**config.mk**
```make
export PLATFORM = sky130hd
export DESIGN_NAME = systolic_operand_feeder_flat
export DESIGN_NICKNAME = d
export VERILOG_FILES = /design/src/rtl/systolic_operand_feeder_if.sv /design/src/rtl/systolic_operand_feeder.sv /design/src/flat_wrapper.sv
export SDC_FILE = /design/constraint.sdc
export NUM_CORES = 1
export LEC_CHECK = 0
export CORE_MARGIN = 2
export CORE_UTILIZATION = 35
export CTS_BUF_LIST = sky130_fd_sc_hd__clkbuf_2
export CTS_CLUSTER_SIZE = 12
export DETAILED_ROUTE_END_ITERATION = 16
export PLACE_DENSITY = 0.54
export SETUP_SLACK_MARGIN = 0.15
export SYNTH_ARGS = -nofsm -noshare
export SYNTH_HDL_FRONTEND = slang
export SYNTH_SLANG_ARGS = --single-unit
```
**constraint.sdc**
```tcl
create_clock -name clk -period 12.9 [get_ports clk]
set_clock_uncertainty 0.15 [all_clocks]
set_input_delay 3.87 -clock clk [delete_from_list [all_inputs] [get_ports clk]]
set_output_delay 3.87 -clock clk [all_outputs]
set_load 0.1 [all_outputs]
```
**src/rtl/systolic_operand_feeder_if.sv**
```systemverilog
// Host-write, control and skewed-vector signals between the operand feeder
// and its neighbours (host on the write side, MAC array on the stream side).
interface systolic_operand_feeder_if #(
  parameter int DATA_WIDTH  = 8,
  parameter int BASE_LENGTH = 3,
  parameter int ARR_DIM     = 5
) ();
  localparam int AW = $clog2(ARR_DIM * BASE_LENGTH);

  logic                          wr_en;
  logic                          wr_sel;
  logic [AW-1:0]                 wr_addr;
  logic [DATA_WIDTH-1:0]         wr_data;
  logic                          go;
  logic                          hold;
  logic                          mac_done;
  logic [DATA_WIDTH*ARR_DIM-1:0] a_vec_out;
  logic [DATA_WIDTH*ARR_DIM-1:0] b_vec_out;
  logic                          mac_start;
  logic                          in_valid;
  logic                          w_valid;
  logic                          in_done;
  logic                          w_done;
  logic                          busy;
  logic                          feeder_done;

  modport master (
    output wr_en, wr_sel, wr_addr, wr_data, go, hold, mac_done,
    input  a_vec_out, b_vec_out, mac_start, in_valid, w_valid,
           in_done, w_done, busy, feeder_done
  );

  modport slave (
    input  wr_en, wr_sel, wr_addr, wr_data, go, hold, mac_done,
    output a_vec_out, b_vec_out, mac_start, in_valid, w_valid,
           in_done, w_done, busy, feeder_done
  );
endinterface

```
**src/rtl/systolic_operand_feeder.sv**
```systemverilog
// Buffers the A and B operand tiles and streams them into the systolic MAC
// array as diagonally skewed vectors, then waits for the array's done pulse.
module systolic_operand_feeder #(
  parameter int DATA_WIDTH  = 8,
  parameter int BASE_LENGTH = 3,
  parameter int ARR_DIM     = 5
) (
  input  logic                    clk,
  input  logic                    rst,
  systolic_operand_feeder_if.slave bus
);
  localparam int DEPTH = ARR_DIM * BASE_LENGTH;
  localparam int AW    = $clog2(DEPTH);
  localparam int STEPS = BASE_LENGTH + ARR_DIM - 1;
  localparam int TW    = $clog2(STEPS + 1);
  localparam int VW    = DATA_WIDTH * ARR_DIM;

  typedef enum logic [1:0] {
    ST_IDLE   = 2'd0,
    ST_STREAM = 2'd1,
    ST_WAIT   = 2'd2
  } state_t;

  state_t                r_state;
  state_t                w_state_nx;
  logic [TW-1:0]         r_step;
  logic [TW-1:0]         w_step_nx;
  logic [TW-1:0]         w_t;
  logic [VW-1:0]         r_a_vec;
  logic [VW-1:0]         r_b_vec;
  logic [VW-1:0]         w_a_nx;
  logic [VW-1:0]         w_b_nx;
  logic [VW-1:0]         w_a_flat;
  logic [VW-1:0]         w_b_flat;
  logic                  r_start;
  logic                  w_start_nx;
  logic                  r_valid;
  logic                  w_valid_nx;
  logic                  r_last;
  logic                  w_last_nx;
  logic                  r_busy;
  logic                  r_fdone;
  logic                  w_fdone_nx;
  logic                  w_wr_ok;
  logic                  w_wr_a;
  logic                  w_wr_b;
  logic [DATA_WIDTH-1:0] r_a_mem [DEPTH];
  logic [DATA_WIDTH-1:0] r_b_mem [DEPTH];
  logic [DATA_WIDTH-1:0] w_a_rd  [DEPTH];
  logic [DATA_WIDTH-1:0] w_b_rd  [DEPTH];

  assign w_wr_ok = bus.wr_en && (r_state == ST_IDLE) && (32'(bus.wr_addr) < DEPTH);
  assign w_wr_a  = w_wr_ok && !bus.wr_sel;
  assign w_wr_b  = w_wr_ok && bus.wr_sel;

  // Tile buffers: host writes only, never cleared by reset
  always_ff @(posedge clk) begin
    if (w_wr_a) r_a_mem[bus.wr_addr] <= bus.wr_data;
    if (w_wr_b) r_b_mem[bus.wr_addr] <= bus.wr_data;
  end

  // Forward a write landing in the go cycle so step 0 already sees it
  for (genvar i = 0; i < DEPTH; i++) begin : g_rd
    assign w_a_rd[i] = (w_wr_a && bus.wr_addr == AW'(i)) ? bus.wr_data : r_a_mem[i];
    assign w_b_rd[i] = (w_wr_b && bus.wr_addr == AW'(i)) ? bus.wr_data : r_b_mem[i];
  end

  // Step about to be presented: 0 when launching from IDLE
  assign w_t = (r_state == ST_IDLE) ? '0 : r_step;

  // Lane g carries element index (t - g) along the reduction dimension
  for (genvar g = 0; g < ARR_DIM; g++) begin : g_lane
    logic [TW-1:0] w_d;
    logic          w_in;
    logic [AW-1:0] w_ai;
    logic [AW-1:0] w_bi;
    assign w_d  = w_t - TW'(g);
    assign w_in = (w_t >= TW'(g)) && (w_d < TW'(BASE_LENGTH));
    assign w_ai = AW'(g * BASE_LENGTH) + AW'(w_d);
    assign w_bi = AW'(w_d) * AW'(ARR_DIM) + AW'(g);
    assign w_a_flat[g*DATA_WIDTH +: DATA_WIDTH] = w_in ? w_a_rd[w_ai] : '0;
    assign w_b_flat[g*DATA_WIDTH +: DATA_WIDTH] = w_in ? w_b_rd[w_bi] : '0;
  end

  // Next state and next registered outputs
  always_comb begin
    w_state_nx = r_state;
    w_step_nx  = r_step;
    w_a_nx     = '0;
    w_b_nx     = '0;
    w_start_nx = 1'b0;
    w_valid_nx = 1'b0;
    w_last_nx  = 1'b0;
    w_fdone_nx = 1'b0;
    case (r_state)
      ST_IDLE: begin
        if (bus.go) begin
          w_state_nx = ST_STREAM;
          w_a_nx     = w_a_flat;
          w_b_nx     = w_b_flat;
          w_start_nx = 1'b1;
          w_valid_nx = 1'b1;
          w_last_nx  = (w_t == TW'(STEPS - 1));
          w_step_nx  = TW'(1);
        end else begin
          w_step_nx  = '0;
        end
      end
      ST_STREAM: begin
        w_start_nx = 1'b1;
        if (bus.hold) begin
          w_a_nx = r_a_vec;
          w_b_nx = r_b_vec;
        end else if (r_step == TW'(STEPS)) begin
          w_state_nx = ST_WAIT;
          w_step_nx  = '0;
        end else begin
          w_a_nx     = w_a_flat;
          w_b_nx     = w_b_flat;
          w_valid_nx = 1'b1;
          w_last_nx  = (w_t == TW'(STEPS - 1));
          w_step_nx  = r_step + TW'(1);
        end
      end
      ST_WAIT: begin
        if (bus.mac_done) begin
          w_state_nx = ST_IDLE;
          w_fdone_nx = 1'b1;
        end else begin
          w_start_nx = 1'b1;
        end
      end
      default: begin
        w_state_nx = ST_IDLE;
        w_step_nx  = '0;
      end
    endcase
  end

  // State, step counter and output registers
  always_ff @(posedge clk or posedge rst) begin
    if (rst) begin
      r_state <= ST_IDLE;
      r_step  <= '0;
      r_a_vec <= '0;
      r_b_vec <= '0;
      r_start <= 1'b0;
      r_valid <= 1'b0;
      r_last  <= 1'b0;
      r_busy  <= 1'b0;
      r_fdone <= 1'b0;
    end else begin
      r_state <= w_state_nx;
      r_step  <= w_step_nx;
      r_a_vec <= w_a_nx;
      r_b_vec <= w_b_nx;
      r_start <= w_start_nx;
      r_valid <= w_valid_nx;
      r_last  <= w_last_nx;
      r_busy  <= (w_state_nx != ST_IDLE);
      r_fdone <= w_fdone_nx;
    end
  end

  assign bus.a_vec_out   = r_a_vec;
  assign bus.b_vec_out   = r_b_vec;
  assign bus.mac_start   = r_start;
  assign bus.in_valid    = r_valid;
  assign bus.w_valid     = r_valid;
  assign bus.in_done     = r_last;
  assign bus.w_done      = r_last;
  assign bus.busy        = r_busy;
  assign bus.feeder_done = r_fdone;
endmodule
```
**src/flat_wrapper.sv**
```systemverilog
// flat-port wrapper written by rule: the top's interface ports become plain ports
module systolic_operand_feeder_flat 
#(
  parameter int DATA_WIDTH  = 8,
  parameter int BASE_LENGTH = 3,
  parameter int ARR_DIM     = 5
)
  (clk, rst, bus_wr_en, bus_wr_sel, bus_wr_addr, bus_wr_data, bus_go, bus_hold, bus_mac_done, bus_a_vec_out, bus_b_vec_out, bus_mac_start, bus_in_valid, bus_w_valid, bus_in_done, bus_w_done, bus_busy, bus_feeder_done);
  systolic_operand_feeder_if #(.DATA_WIDTH(DATA_WIDTH), .BASE_LENGTH(BASE_LENGTH), .ARR_DIM(ARR_DIM)) bus_i ();
  input  logic clk;
  input  logic rst;
  input wire logic [$bits(bus_i.wr_en)-1:0] bus_wr_en;
  input wire logic [$bits(bus_i.wr_sel)-1:0] bus_wr_sel;
  input wire logic [$bits(bus_i.wr_addr)-1:0] bus_wr_addr;
  input wire logic [$bits(bus_i.wr_data)-1:0] bus_wr_data;
  input wire logic [$bits(bus_i.go)-1:0] bus_go;
  input wire logic [$bits(bus_i.hold)-1:0] bus_hold;
  input wire logic [$bits(bus_i.mac_done)-1:0] bus_mac_done;
  output wire logic [$bits(bus_i.a_vec_out)-1:0] bus_a_vec_out;
  output wire logic [$bits(bus_i.b_vec_out)-1:0] bus_b_vec_out;
  output wire logic [$bits(bus_i.mac_start)-1:0] bus_mac_start;
  output wire logic [$bits(bus_i.in_valid)-1:0] bus_in_valid;
  output wire logic [$bits(bus_i.w_valid)-1:0] bus_w_valid;
  output wire logic [$bits(bus_i.in_done)-1:0] bus_in_done;
  output wire logic [$bits(bus_i.w_done)-1:0] bus_w_done;
  output wire logic [$bits(bus_i.busy)-1:0] bus_busy;
  output wire logic [$bits(bus_i.feeder_done)-1:0] bus_feeder_done;
  assign bus_i.wr_en = bus_wr_en;
  assign bus_i.wr_sel = bus_wr_sel;
  assign bus_i.wr_addr = bus_wr_addr;
  assign bus_i.wr_data = bus_wr_data;
  assign bus_i.go = bus_go;
  assign bus_i.hold = bus_hold;
  assign bus_i.mac_done = bus_mac_done;
  assign bus_a_vec_out = bus_i.a_vec_out;
  assign bus_b_vec_out = bus_i.b_vec_out;
  assign bus_mac_start = bus_i.mac_start;
  assign bus_in_valid = bus_i.in_valid;
  assign bus_w_valid = bus_i.w_valid;
  assign bus_in_done = bus_i.in_done;
  assign bus_w_done = bus_i.w_done;
  assign bus_busy = bus_i.busy;
  assign bus_feeder_done = bus_i.feeder_done;
  systolic_operand_feeder #(.DATA_WIDTH(DATA_WIDTH), .BASE_LENGTH(BASE_LENGTH), .ARR_DIM(ARR_DIM)) u_core (.clk(clk), .rst(rst), .bus(bus_i));
endmodule
```
==> flow_summary.yaml <==
min_path:
  whs_endpoint: "u_core.bus.a_vec_out[1]$_DFFE_PP0N_"
  min_path_cells: 2
  holdCritStartpoint: "u_core.bus.a_vec_out[1]$_DFFE_PP0N_"
  hold_path_class: "register to register"
setup_path:
  worst_r2r_startpoint: "u_core.r_step[0]$_DFFE_PP0P_"
  worst-path-max-fanout: 2
  critPathLaunch: "u_core.bus.b_vec_out[30]$_DFFE_PP0N_"
  crit_family: "buffers and inverters"
  cp-start-kind: "register"
  worstSetupEndpointType: "primary output"
  reg2reg_slack_ps: 8170
  path_cells: "clkdlybuf4s50_1"
  r2r_end: "u_core.bus.b_vec_out[24]$_DFFE_PP0N_"
  critical-path-slowest-cell: "clkdlybuf4s50_1"
  path_class: "register to primary output"
  crit_required_ps: 8880
  worstPathArrival_ps: 2650
  rr_worst_depth: 13
  slowest_delay_ps: 1180
  path_buf_inv: 1
power:
  cellLeakagePower_uw: 0.00666
  vdd_drop_max_mv: 0.196
  power.density_mw_per_mm2: 286
floorplan:
  die_area_mm2: 0.0468
  initial_core_util_pct: 35.5
  die_x_um: 216
  die_height_um: 216
  core_area_mm2: 0.0444
  num_rows: 77
  ioPinCount: 106
cells_and_area:
  finalNetCount: 1517
  synthToLayoutAreaGrowth_pct: 14.9
  design_area_mm2: 0.0181
  layout-drive-gt1-share_pct: 14.5
  fill_cells: 4286
  fin_cells: 2140
sta:
  finalCritPeriodShare_pct: 51.7
  fmax_mhz: 150
  tightestPinTransition_ps: 1180
  max-slew-margin-rel_pct: 21.0
  rsz0062_at_grt: "false"
  layout_min_cycle_time_ps: 6670
  setup_viol: 0
  setup_ws_ps: 6230
  tns_ps: 0
  drv_slew: 0
  hold_viol: 0
  hold_ws_ps: 334
route:
  wl_um: 55000
  via_per_inst: 5.83
  drtAntennaViolNets: 0
  drc: 0
  drtPass1Iterations: 6
  post_drt_wl_per_cell_um: 25.7
  wl_met2_um: 24100
  initialDrtViolationCount: 1728
  wl_met3_um: 5550
  routedLengthMet1_um: 23600
  routed-via-count: 12471
  routed.top_layer: "met5"
run_status:
  status: "finished clean"
logic_synthesis:
  yosysMostFrequentCell: "edfxtp_1"
  yosysSeqAreaShare_pct: 59.9
  synthArstFlopShare_pct: 27.3
  synth_top_area_share_pct: 45.7
  synth.cell_area_mm2: 0.0158
  yosys.area.top_type: "edfxtp_1"
  synth_edf_count: 240
  synthTopCellsByCount: "edfxtp_1 (240), nand2_1 (126), nor2_1 (100), o21ai_0 (99), dfrtp_1 (90)"
  syn-num-nets: 1396
  synth_flop_cell: "edfxtp_1"
  ys_ff_latch: 330
  avgSynthCellArea_um2: 11.6
  yosysUniqueCellTypes: 79
  syn_inst: 1366
  synth_area_leaders: "edfxtp_1 (46%), dfrtp_1 (14%), o21ai_0 (3.1%), nand2_1 (3.0%), mux2i_1 (2.6%)"
  ys_warn_count: 0
flow_run:
  maxCapViolations: 0
cts:
  cts_setup_buffers: 0
  clock-sinks: 330
  h-tree-depth: 3
  clk_latency_ps: 1030
  hold_buffers: 0
  cts-resized-gates: 0
  clock_path_buffers: 3
  root_buffer: "clkbuf_2"
  cts_tree: "built"
  cts.clk_slew.worst_paths_ps: 120
  cts_buffers: 87
placed_design:
  dpl_cell_area_mm2: 0.0174
  dp_hpwl_um: 36400
  place.port_buffers: 105
  place_inst: 1990
  routabilityCongestion: 0.940
  pre_cts_ws_ps: 5520
grt:
  antenna_found_initial: 3
  grt_max_degree: 101
  grt_pass1_wl_um: 81800
  grt_overflow: 0
  track_usage_pct: 23.6
  grt_pass1_vias: 12391
## per-stage QoR
stage	total power, uW	utilization [%]
floorplan	3430	-
global placement	4410	39.1
detailed placement	4410	39.1
CTS	5140	40.8
global route	5440	40.9
finish	5190	40.9
## sequential cells by signal, summed over array words and instances, names as in the netlist
signal / count
u_core.bus.a_vec_out: 40
u_core.r_a_mem: 120
u_core.bus.in_valid: 1
u_core.bus.feeder_done: 1
u_core.bus.busy: 1
u_core.bus.mac_start: 1
u_core.r_b_mem: 120
u_core.r_state: 2
u_core.bus.b_vec_out: 40
u_core.r_step: 3
u_core.bus.in_done: 1
## logic make-up (layout without fill, tap and decap cells)
family,count (synthesis),in the layout,share of synthesized area (%)
other,0,3,0
xor gates and xnor gates,10,10,0.555
adders and majority gates,11,11,0.919
buffers and inverters,136,315,3.53
and+or+nand+nor,413,413,12.6
DFF,330,330,59.9
muxes,71,71,4.74
AOI/OAI and AO/OA,395,395,17.7
## placed cells by master (no fill, tap or decap), drive strengths merged, types with 30 or more instances in the layout
cell type	instances
dfrtp	90
o21ai	105
mux2i	41
a21oi	42
clkdlybuf4s50	100
nand3	82
mux2	30
buf	38
edfxtp	240
o221ai	34
clkbuf	130
nand2	126
a31oi	35
nor2	100
## layout make-up
type / instances / area, um^2 / area share, %
clock buffer: 130 / 651 / 3.59
inverter: 30 / 116 / 0.641
tap: 592 / 741 / 4.08
multi-input combinational: 900 / 5790 / 31.9
clock inverter: 17 / 101 / 0.559
antenna: 3 / 7.51 / 0.0414
sequential: 330 / 9460 / 52.1
timing repair buffer: 138 / 1270 / 7.02
## metal layers
layer / up-vias / GRT usage, %
li1: 5590 / -
met1: 6107 / 32.2
met3: 126 / 7.48
met2: 646 / 34.9
met5: - / 0
met4: 2 / 9.00
## power breakdown
group | switching [uW] | internal (uW)
registers | 60.1 | 1230
clock network | 439 | 286
logic | 2300 | 873
## how the worst max path moves through the flow
stage | cells after the start | slack (ps) | to
after floorplan | 1 | 6540 | u_core.bus.a_vec_out[0]$_DFFE_PP0N_
after global placement | 9 | 5630 | u_core.bus.b_vec_out[37]$_DFFE_PP0N_
after CTS | 1 | 6140 | bus_b_vec_out[30]
after detailed placement | 9 | 5520 | u_core.bus.b_vec_out[37]$_DFFE_PP0N_
after global routing | 1 | 6140 | bus_b_vec_out[30]
final | 1 | 6230 | bus_b_vec_out[30]
No activity file was read; power rests on OpenSTA's default activity.
